[config.mk]
export PLATFORM = sky130hd
export DESIGN_NAME = win_detector_flat
export DESIGN_NICKNAME = d
export VERILOG_FILES = /design/src/rtl/win_detector_if.sv /design/src/rtl/win_detector.sv /design/src/flat_wrapper.sv
export SDC_FILE = /design/constraint.sdc
export NUM_CORES = 1
export LEC_CHECK = 0
export ABC_AREA = 0
export CORE_MARGIN = 2
export CORE_UTILIZATION = 53
export DETAILED_ROUTE_END_ITERATION = 8
export GPL_ROUTABILITY_DRIVEN = 1
export PLACE_DENSITY = 0.84
export SYNTH_ARGS = -nofsm -noshare
export SYNTH_HDL_FRONTEND = slang
export SYNTH_SLANG_ARGS = --single-unit
[constraint.sdc]
create_clock -name clk -period 5.4 [get_ports clk]
set_input_delay 1.08 -clock clk [delete_from_list [all_inputs] [get_ports clk]]
set_output_delay 1.08 -clock clk [all_outputs]
set_load 0.01 [all_outputs]
[src/rtl/win_detector_if.sv]
// Board / result bundle between the move-commit logic (master) and the
// round-result stage (slave).
//   boardX, boardO : 9-bit cell occupancy per player, cell = row*3 + col
//   move_valid     : strobe, the boards now include a newly committed move
//   new_round      : strobe, clear the held result and start a new round
//   incrementX/O   : registered one-cycle score pulses
//   winner, draw, illegal, game_over, win_line, move_count : held result
interface win_detector_if;
    logic [8:0] boardX;
    logic [8:0] boardO;
    logic       move_valid;
    logic       new_round;
    logic       incrementX;
    logic       incrementO;
    logic [1:0] winner;
    logic       draw;
    logic       illegal;
    logic       game_over;
    logic [7:0] win_line;
    logic [3:0] move_count;

    modport master (
        output boardX, boardO, move_valid, new_round,
        input  incrementX, incrementO, winner, draw, illegal,
               game_over, win_line, move_count
    );

    modport slave (
        input  boardX, boardO, move_valid, new_round,
        output incrementX, incrementO, winner, draw, illegal,
               game_over, win_line, move_count
    );
endinterface

[src/rtl/win_detector.sv]
// Round-result stage for a 3x3 board. Latches the board on each accepted
// move, evaluates it for one cycle and either returns to play or latches a
// result (X win, O win, draw, illegal) until new_round or reset.
//   clk   : system clock, rising edge
//   rst_n : synchronous active-low reset
//   wd    : board inputs and result outputs (win_detector_if.slave)
module win_detector (
    input  logic                 clk,
    input  logic                 rst_n,
    win_detector_if.slave        wd
);

    typedef enum logic [1:0] {
        PLAY = 2'd0,
        EVAL = 2'd1,
        OVER = 2'd2
    } state_t;

    state_t     state_r, state_s;
    logic [8:0] bx_r, bx_s;
    logic [8:0] bo_r, bo_s;
    logic [3:0] cnt_r, cnt_s;
    logic [1:0] winner_r, winner_s;
    logic       draw_r, draw_s;
    logic       illegal_r, illegal_s;
    logic       over_r, over_s;
    logic [7:0] line_r, line_s;
    logic       incx_r, incx_s;
    logic       inco_r, inco_s;
    logic [7:0] xl_s;
    logic [7:0] ol_s;

    // Completed lines of one player: bits 0-2 rows, 3-5 columns, 6 diag, 7 anti-diag.
    function automatic logic [7:0] line_hits(input logic [8:0] b);
        return {b[2] & b[4] & b[6],
                b[0] & b[4] & b[8],
                b[2] & b[5] & b[8],
                b[1] & b[4] & b[7],
                b[0] & b[3] & b[6],
                &b[8:6],
                &b[5:3],
                &b[2:0]};
    endfunction

    assign xl_s = line_hits(bx_r);
    assign ol_s = line_hits(bo_r);

    // Next-state and next-result logic; new_round overrides every state.
    always_comb begin
        state_s   = state_r;
        bx_s      = bx_r;
        bo_s      = bo_r;
        cnt_s     = cnt_r;
        winner_s  = winner_r;
        draw_s    = draw_r;
        illegal_s = illegal_r;
        over_s    = over_r;
        line_s    = line_r;
        incx_s    = 1'b0;
        inco_s    = 1'b0;
        if (wd.new_round) begin
            state_s   = PLAY;
            cnt_s     = 4'd0;
            winner_s  = 2'b00;
            draw_s    = 1'b0;
            illegal_s = 1'b0;
            over_s    = 1'b0;
            line_s    = 8'd0;
        end else begin
            case (state_r)
                PLAY: begin
                    if (wd.move_valid) begin
                        bx_s    = wd.boardX;
                        bo_s    = wd.boardO;
                        cnt_s   = (cnt_r == 4'd9) ? 4'd9 : cnt_r + 4'd1;
                        state_s = EVAL;
                    end else begin
                        state_s = PLAY;
                    end
                end
                EVAL: begin
                    // Overlap or a double winner both mean the board is corrupt.
                    if (((bx_r & bo_r) != 9'd0) || ((xl_s != 8'd0) && (ol_s != 8'd0))) begin
                        illegal_s = 1'b1;
                        line_s    = 8'd0;
                        over_s    = 1'b1;
                        state_s   = OVER;
                    end else if (xl_s != 8'd0) begin
                        winner_s = 2'b01;
                        incx_s   = 1'b1;
                        line_s   = xl_s;
                        over_s   = 1'b1;
                        state_s  = OVER;
                    end else if (ol_s != 8'd0) begin
                        winner_s = 2'b10;
                        inco_s   = 1'b1;
                        line_s   = ol_s;
                        over_s   = 1'b1;
                        state_s  = OVER;
                    end else if (cnt_r == 4'd9) begin
                        draw_s  = 1'b1;
                        over_s  = 1'b1;
                        state_s = OVER;
                    end else begin
                        state_s = PLAY;
                    end
                end
                OVER: begin
                    state_s = OVER;
                end
                default: begin
                    state_s = PLAY;
                end
            endcase
        end
    end

    // State and result registers with synchronous reset.
    always_ff @(posedge clk) begin
        if (!rst_n) begin
            state_r   <= PLAY;
            bx_r      <= 9'd0;
            bo_r      <= 9'd0;
            cnt_r     <= 4'd0;
            winner_r  <= 2'b00;
            draw_r    <= 1'b0;
            illegal_r <= 1'b0;
            over_r    <= 1'b0;
            line_r    <= 8'd0;
            incx_r    <= 1'b0;
            inco_r    <= 1'b0;
        end else begin
            state_r   <= state_s;
            bx_r      <= bx_s;
            bo_r      <= bo_s;
            cnt_r     <= cnt_s;
            winner_r  <= winner_s;
            draw_r    <= draw_s;
            illegal_r <= illegal_s;
            over_r    <= over_s;
            line_r    <= line_s;
            incx_r    <= incx_s;
            inco_r    <= inco_s;
        end
    end

    assign wd.incrementX = incx_r;
    assign wd.incrementO = inco_r;
    assign wd.winner     = winner_r;
    assign wd.draw       = draw_r;
    assign wd.illegal    = illegal_r;
    assign wd.game_over  = over_r;
    assign wd.win_line   = line_r;
    assign wd.move_count = cnt_r;

endmodule

[src/flat_wrapper.sv]
// flat-port wrapper written by rule: the top's interface ports become plain ports
module win_detector_flat 
  (clk, rst_n, wd_boardX, wd_boardO, wd_move_valid, wd_new_round, wd_incrementX, wd_incrementO, wd_winner, wd_draw, wd_illegal, wd_game_over, wd_win_line, wd_move_count);
  win_detector_if wd_i ();
  input  logic clk;
  input  logic rst_n;
  input wire logic [$bits(wd_i.boardX)-1:0] wd_boardX;
  input wire logic [$bits(wd_i.boardO)-1:0] wd_boardO;
  input wire logic [$bits(wd_i.move_valid)-1:0] wd_move_valid;
  input wire logic [$bits(wd_i.new_round)-1:0] wd_new_round;
  output wire logic [$bits(wd_i.incrementX)-1:0] wd_incrementX;
  output wire logic [$bits(wd_i.incrementO)-1:0] wd_incrementO;
  output wire logic [$bits(wd_i.winner)-1:0] wd_winner;
  output wire logic [$bits(wd_i.draw)-1:0] wd_draw;
  output wire logic [$bits(wd_i.illegal)-1:0] wd_illegal;
  output wire logic [$bits(wd_i.game_over)-1:0] wd_game_over;
  output wire logic [$bits(wd_i.win_line)-1:0] wd_win_line;
  output wire logic [$bits(wd_i.move_count)-1:0] wd_move_count;
  assign wd_i.boardX = wd_boardX;
  assign wd_i.boardO = wd_boardO;
  assign wd_i.move_valid = wd_move_valid;
  assign wd_i.new_round = wd_new_round;
  assign wd_incrementX = wd_i.incrementX;
  assign wd_incrementO = wd_i.incrementO;
  assign wd_winner = wd_i.winner;
  assign wd_draw = wd_i.draw;
  assign wd_illegal = wd_i.illegal;
  assign wd_game_over = wd_i.game_over;
  assign wd_win_line = wd_i.win_line;
  assign wd_move_count = wd_i.move_count;
  win_detector u_core (.clk(clk), .rst_n(rst_n), .wd(wd_i));
endmodule
Word level (Yosys, flattened, before mapping)
Cells that the tools add are included.
Word-level totals
  flip-flop bits (word level): 39
  input port bits: 22
  word-level logic and storage cells: 85
Operators by class
  $add $sub $neg: 1
  eq/ne operators: 3
  muxes and demuxes: 18
  bitwise logic cells: 27
  reductions and logical operators: 25
Operators with widths (count)
  8-bit 2-to-1 mux: 3
  3-bit AND reduction: 8
  1-bit bitwise AND: 20
  8-bit nonzero test: 2
  2-bit 2-to-1 mux: 6
  9-bit bitwise AND: 1
  9-bit nonzero test: 1
  2-bit AND reduction: 4
  1-bit 2-to-1 mux: 7
  1-bit inverter: 6
  2-bit one-hot mux with 3 select lines: 1
  5-bit AND reduction: 1
  5-bit OR reduction: 1
  4-bit by 1-bit adder with 4-bit output, second input constant: 1
  4-bit == test, second input constant: 1
  4-bit 2-to-1 mux: 1
  4-bit nonzero test: 1
  4-bit OR reduction: 1
  3-bit nonzero test: 1
  2-bit by 1-bit == test with 1-bit output, second input constant: 1
  2-bit == test, second input constant: 1
  2-bit logical NOT: 1
  2-bit nonzero test: 1
  2-bit OR reduction: 1
  other kinds (2): 2

Logic depth before layout (Yosys ltp)
  word-level depth: 7
  gate-level depth with buffers: 6
  gate-level depth less buffers: 5

Least setup slack after synthesis
OpenSTA, ideal clock, no wires.
  kind: input port to flip-flop
  start point: input port wd_move_valid
  end point: register u_core.bo_r[4]
  library setup time: 76 ps
  data arrival time: 2135 ps
  data required time: 5324 ps
  path slack: 3189 ps
  stages: 6
  cells stage by stage: nor3b_1 > nor2b_1 > buf_2 > buf_1 > nand2_1 > a21boi_0
Between the ends
  word-level cells in the longest chain between the ends: 1
Ends and longest elaborated chain
  from (decl): RTL line flat_wrapper.sv:9  | input wire logic [$bits(wd_i.move_valid)-1:0] wd_move_valid;
  3-bit AND reduction (no line)
  to (signal assigned): RTL line win_detector.sv:135  | bo_r <= bo_s;
  to (decl): RTL line win_detector.sv:21  | logic [8:0] bo_r, bo_s;
No other way between the ends.
A chain may end at the register's enable or synchronous reset.

Final worst setup path
  start point: input port wd_move_valid
  end point: register u_core.bx_r[1]
Between the ends
  word-level cells in the longest chain between the ends: 1
Ends and longest elaborated chain
  3-bit AND reduction (no line)
  to (signal assigned): RTL line win_detector.sv:134  | bx_r <= bx_s;
  to (decl): RTL line win_detector.sv:20  | logic [8:0] bx_r, bx_s;
No other way between the ends.

==> results.ini <==
[floorplan]
fp.dieW_um = 61.55
die_y_um = 61.55
dieArea_um2 = 3788
core_area_um2 = 3103
pin_count = 41
num_rows = 20
initial_core_util_pct = 56.57

[drt]
dr.pass1.iters = 4
routed_via_density = 5.876
wire_per_inst_um = 14.90
first_iter_violations = 122
ant_nets = 0
totalWireLength_mm = 4.201
vias = 1657
drcViolationCount = 0

[worst_hold_path]
min_from = u_core.wd.draw$_SDFFE_PP0P_
hold_path.class = reg -> reg

[global_routing]
overflow = 0
grt_pass1_vias = 1617
grt_pass1_wl_mm = 6.775
grt_max_degree = 22
track_usage_pct = 24.63
antenna_found_initial = 0

[synth]
ys_warn_count = 0
yosysSeqAreaShare_pct = 44.48
synth_edf_count = 0
yosysTopAreaCellShare_pct = 44.48
synthesis.area_um2 = 1755
postSynthAreaPerCell_um2 = 8.821
yosysMostFrequentCell = nand2_1
synth_commonest_cells = nand2_1 (40), dfxtp_1 (39), a21boi_0 (18), nand3_1 (9)
synthDistinctLibCells = 39
synth_nets = 221
synth-seq-cells = 39
synth-async-reset-ratio_pct = 0
netlist.top_cell.by_area = dfxtp_1
synth_flop_cell = dfxtp_1
synth_area_leaders = dfxtp_1 (44%), nand2_1 (8.6%), a21boi_0 (7.7%)
synth_cells = 199

[placed_design]
detailed_place_hpwl_mm = 3.189
io_buffers = 40
place_area_um2 = 2168
pre_cts_slack_ps = 2035
place_congestion = 0.9492

[cells_and_area]
final_util_pct = 71.49
num_antenna_cells = 0
drive_above_1_share_pct = 4.622
finish.net_count = 259
area_growth_pct = 26.37
post-route-cell-area_um2 = 2218

[clock_tree]
tritoncts = done
cts_root_buf = clkbuf_4
cts.sinks = 39
cts_hold_buffers = 0
cts.path.max_buffers = 2
cts_resized = 0
htree_num_levels = 2
post_cts_buffers = 0
clk_pin_slew_worst_paths_ps = 110
cts_buffers = 5
clkLatencyLatePin_ps = 340

[sta]
tns_ps = 0
rsz0062_at_grt = false
hold_violations = 0
fin_skew_ps = 6.468
setup_viol = 0
hold_slack_ps = 458.4
report.final.slew_viol_count = 0
worst_pin_slew_ps = 1171
max-slew-margin-rel_pct = 21.75
fmax_ghz = 0.3445
period_needed_ps = 2903
period_share_pct = 53.75
setup_ws_ps = 2497

[setup_path]
cp_cell_sequence = clkdlybuf4s50_1 -> nor3b_1 -> nor2b_1 -> nand2_1 -> a21boi_0
r2r_start = u_core.state_r[0]$_SDFF_PP0_
worstPathRequired_ps = 5680
critical_path_class = in -> reg
crit_start = wd_move_valid
cp_slowest_cell = nor2b_1
cp_max_fo = 19
cp-start-kind = primary input
cp-end-kind = register
cp.arrival_ps = 3180
max_stage_delay_ps = 970

[outcome]
status = completed

[pwr]
power_density_nw_per_um2 = 220.2
vdd_drop_max_mv = 0.1186
p_leak_nw = 0.7668

[flow_run]
maxCapViolations = 0

cell families after synthesis:
family / count (synthesis) / synth area share, %
AND/OR/NAND/NOR: 79 / 21.74
AO/OA/AOI/OAI: 64 / 28.73
XOR/XNOR: 2 / 0.9980
multiplexers: 1 / 0.5702
flip-flops: 39 / 44.48
buffers and inverters: 14 / 3.493
worst max-delay path, delay by kind of cell:
family,cells,cell delay (ps)
simple gates,3,1450
buf+inv,1,450
compound gates,1,200
cell usage in the layout, fill, tap and decap left out, drive strengths merged, types with 6 or more instances in the layout:
master,n
a21oi,9
a32o,8
nand3,9
a21boi,18
nor2,8
a22oi,6
o21ai,7
nand2,40
clkdlybuf4s50,40
clkbuf,7
dfxtp,39
layout make-up:
type                            instances  area [um2]
Inverter                                5       18.77
Clock buffer                            7       45.04
Tap cell                               44       55.05
Fill cell                             265       884.6
Clock inverter                          1       5.005
Multi-Input combinational cell        146       913.4
Timing Repair Buffer                   40       400.4
Sequential cell                        39       780.7
per-layer routing:
layer,global-route usage [%],part of all wire [%],up-vias
li1,-,-,804
met3,7.773,6.4,16
met4,13.37,2.8,0
met2,41.20,51,74
met5,0,0,-
met1,27.78,40,763
report_power, final:
part            total, W  leakage [nW]  internal [W]  switching, W
clock network   0.000140        0.0293     0.0000507     0.0000894
logic          0.0000422         0.421     0.0000234     0.0000188
registers       0.000306         0.316      0.000295     0.0000115
sequential cells by signal, summed over array words and instances, names as in the netlist:
| signal | cells |
|---|---|
| u_core.wd.incrementO | 1 |
| u_core.state_r | 2 |
| u_core.wd.draw | 1 |
| u_core.wd.winner | 2 |
| u_core.bo_r | 9 |
| u_core.wd.illegal | 1 |
| u_core.wd.move_count | 4 |
| u_core.wd.win_line | 8 |
| u_core.bx_r | 9 |
| u_core.wd.incrementX | 1 |
| u_core.wd.game_over | 1 |
through the flow:
stage | cells | power (W)
2_1_floorplan | 199 | 0.0003317
3_3_place_gp | 274 | 0.0003520
3_5_place_dp | 274 | 0.0003546
5_1_grt | 282 | 0.0005149
4_1_cts | 282 | 0.0004917
6_report | 282 | 0.0004885
final timing paths:
| path | end | slack (ps) | depth (start not counted) |
|---|---|---|---|
| max reg2reg | u_core.bx_r[1]$_SDFFE_PN0P_ | 3310 | 4 |
| min reg2reg | u_core.wd.draw$_SDFFE_PP0P_ | 460 | 2 |
| max | u_core.bx_r[1]$_SDFFE_PN0P_ | 2500 | 5 |
| min | u_core.wd.draw$_SDFFE_PP0P_ | 460 | 2 |
Power figures use the tool's default switching activity.
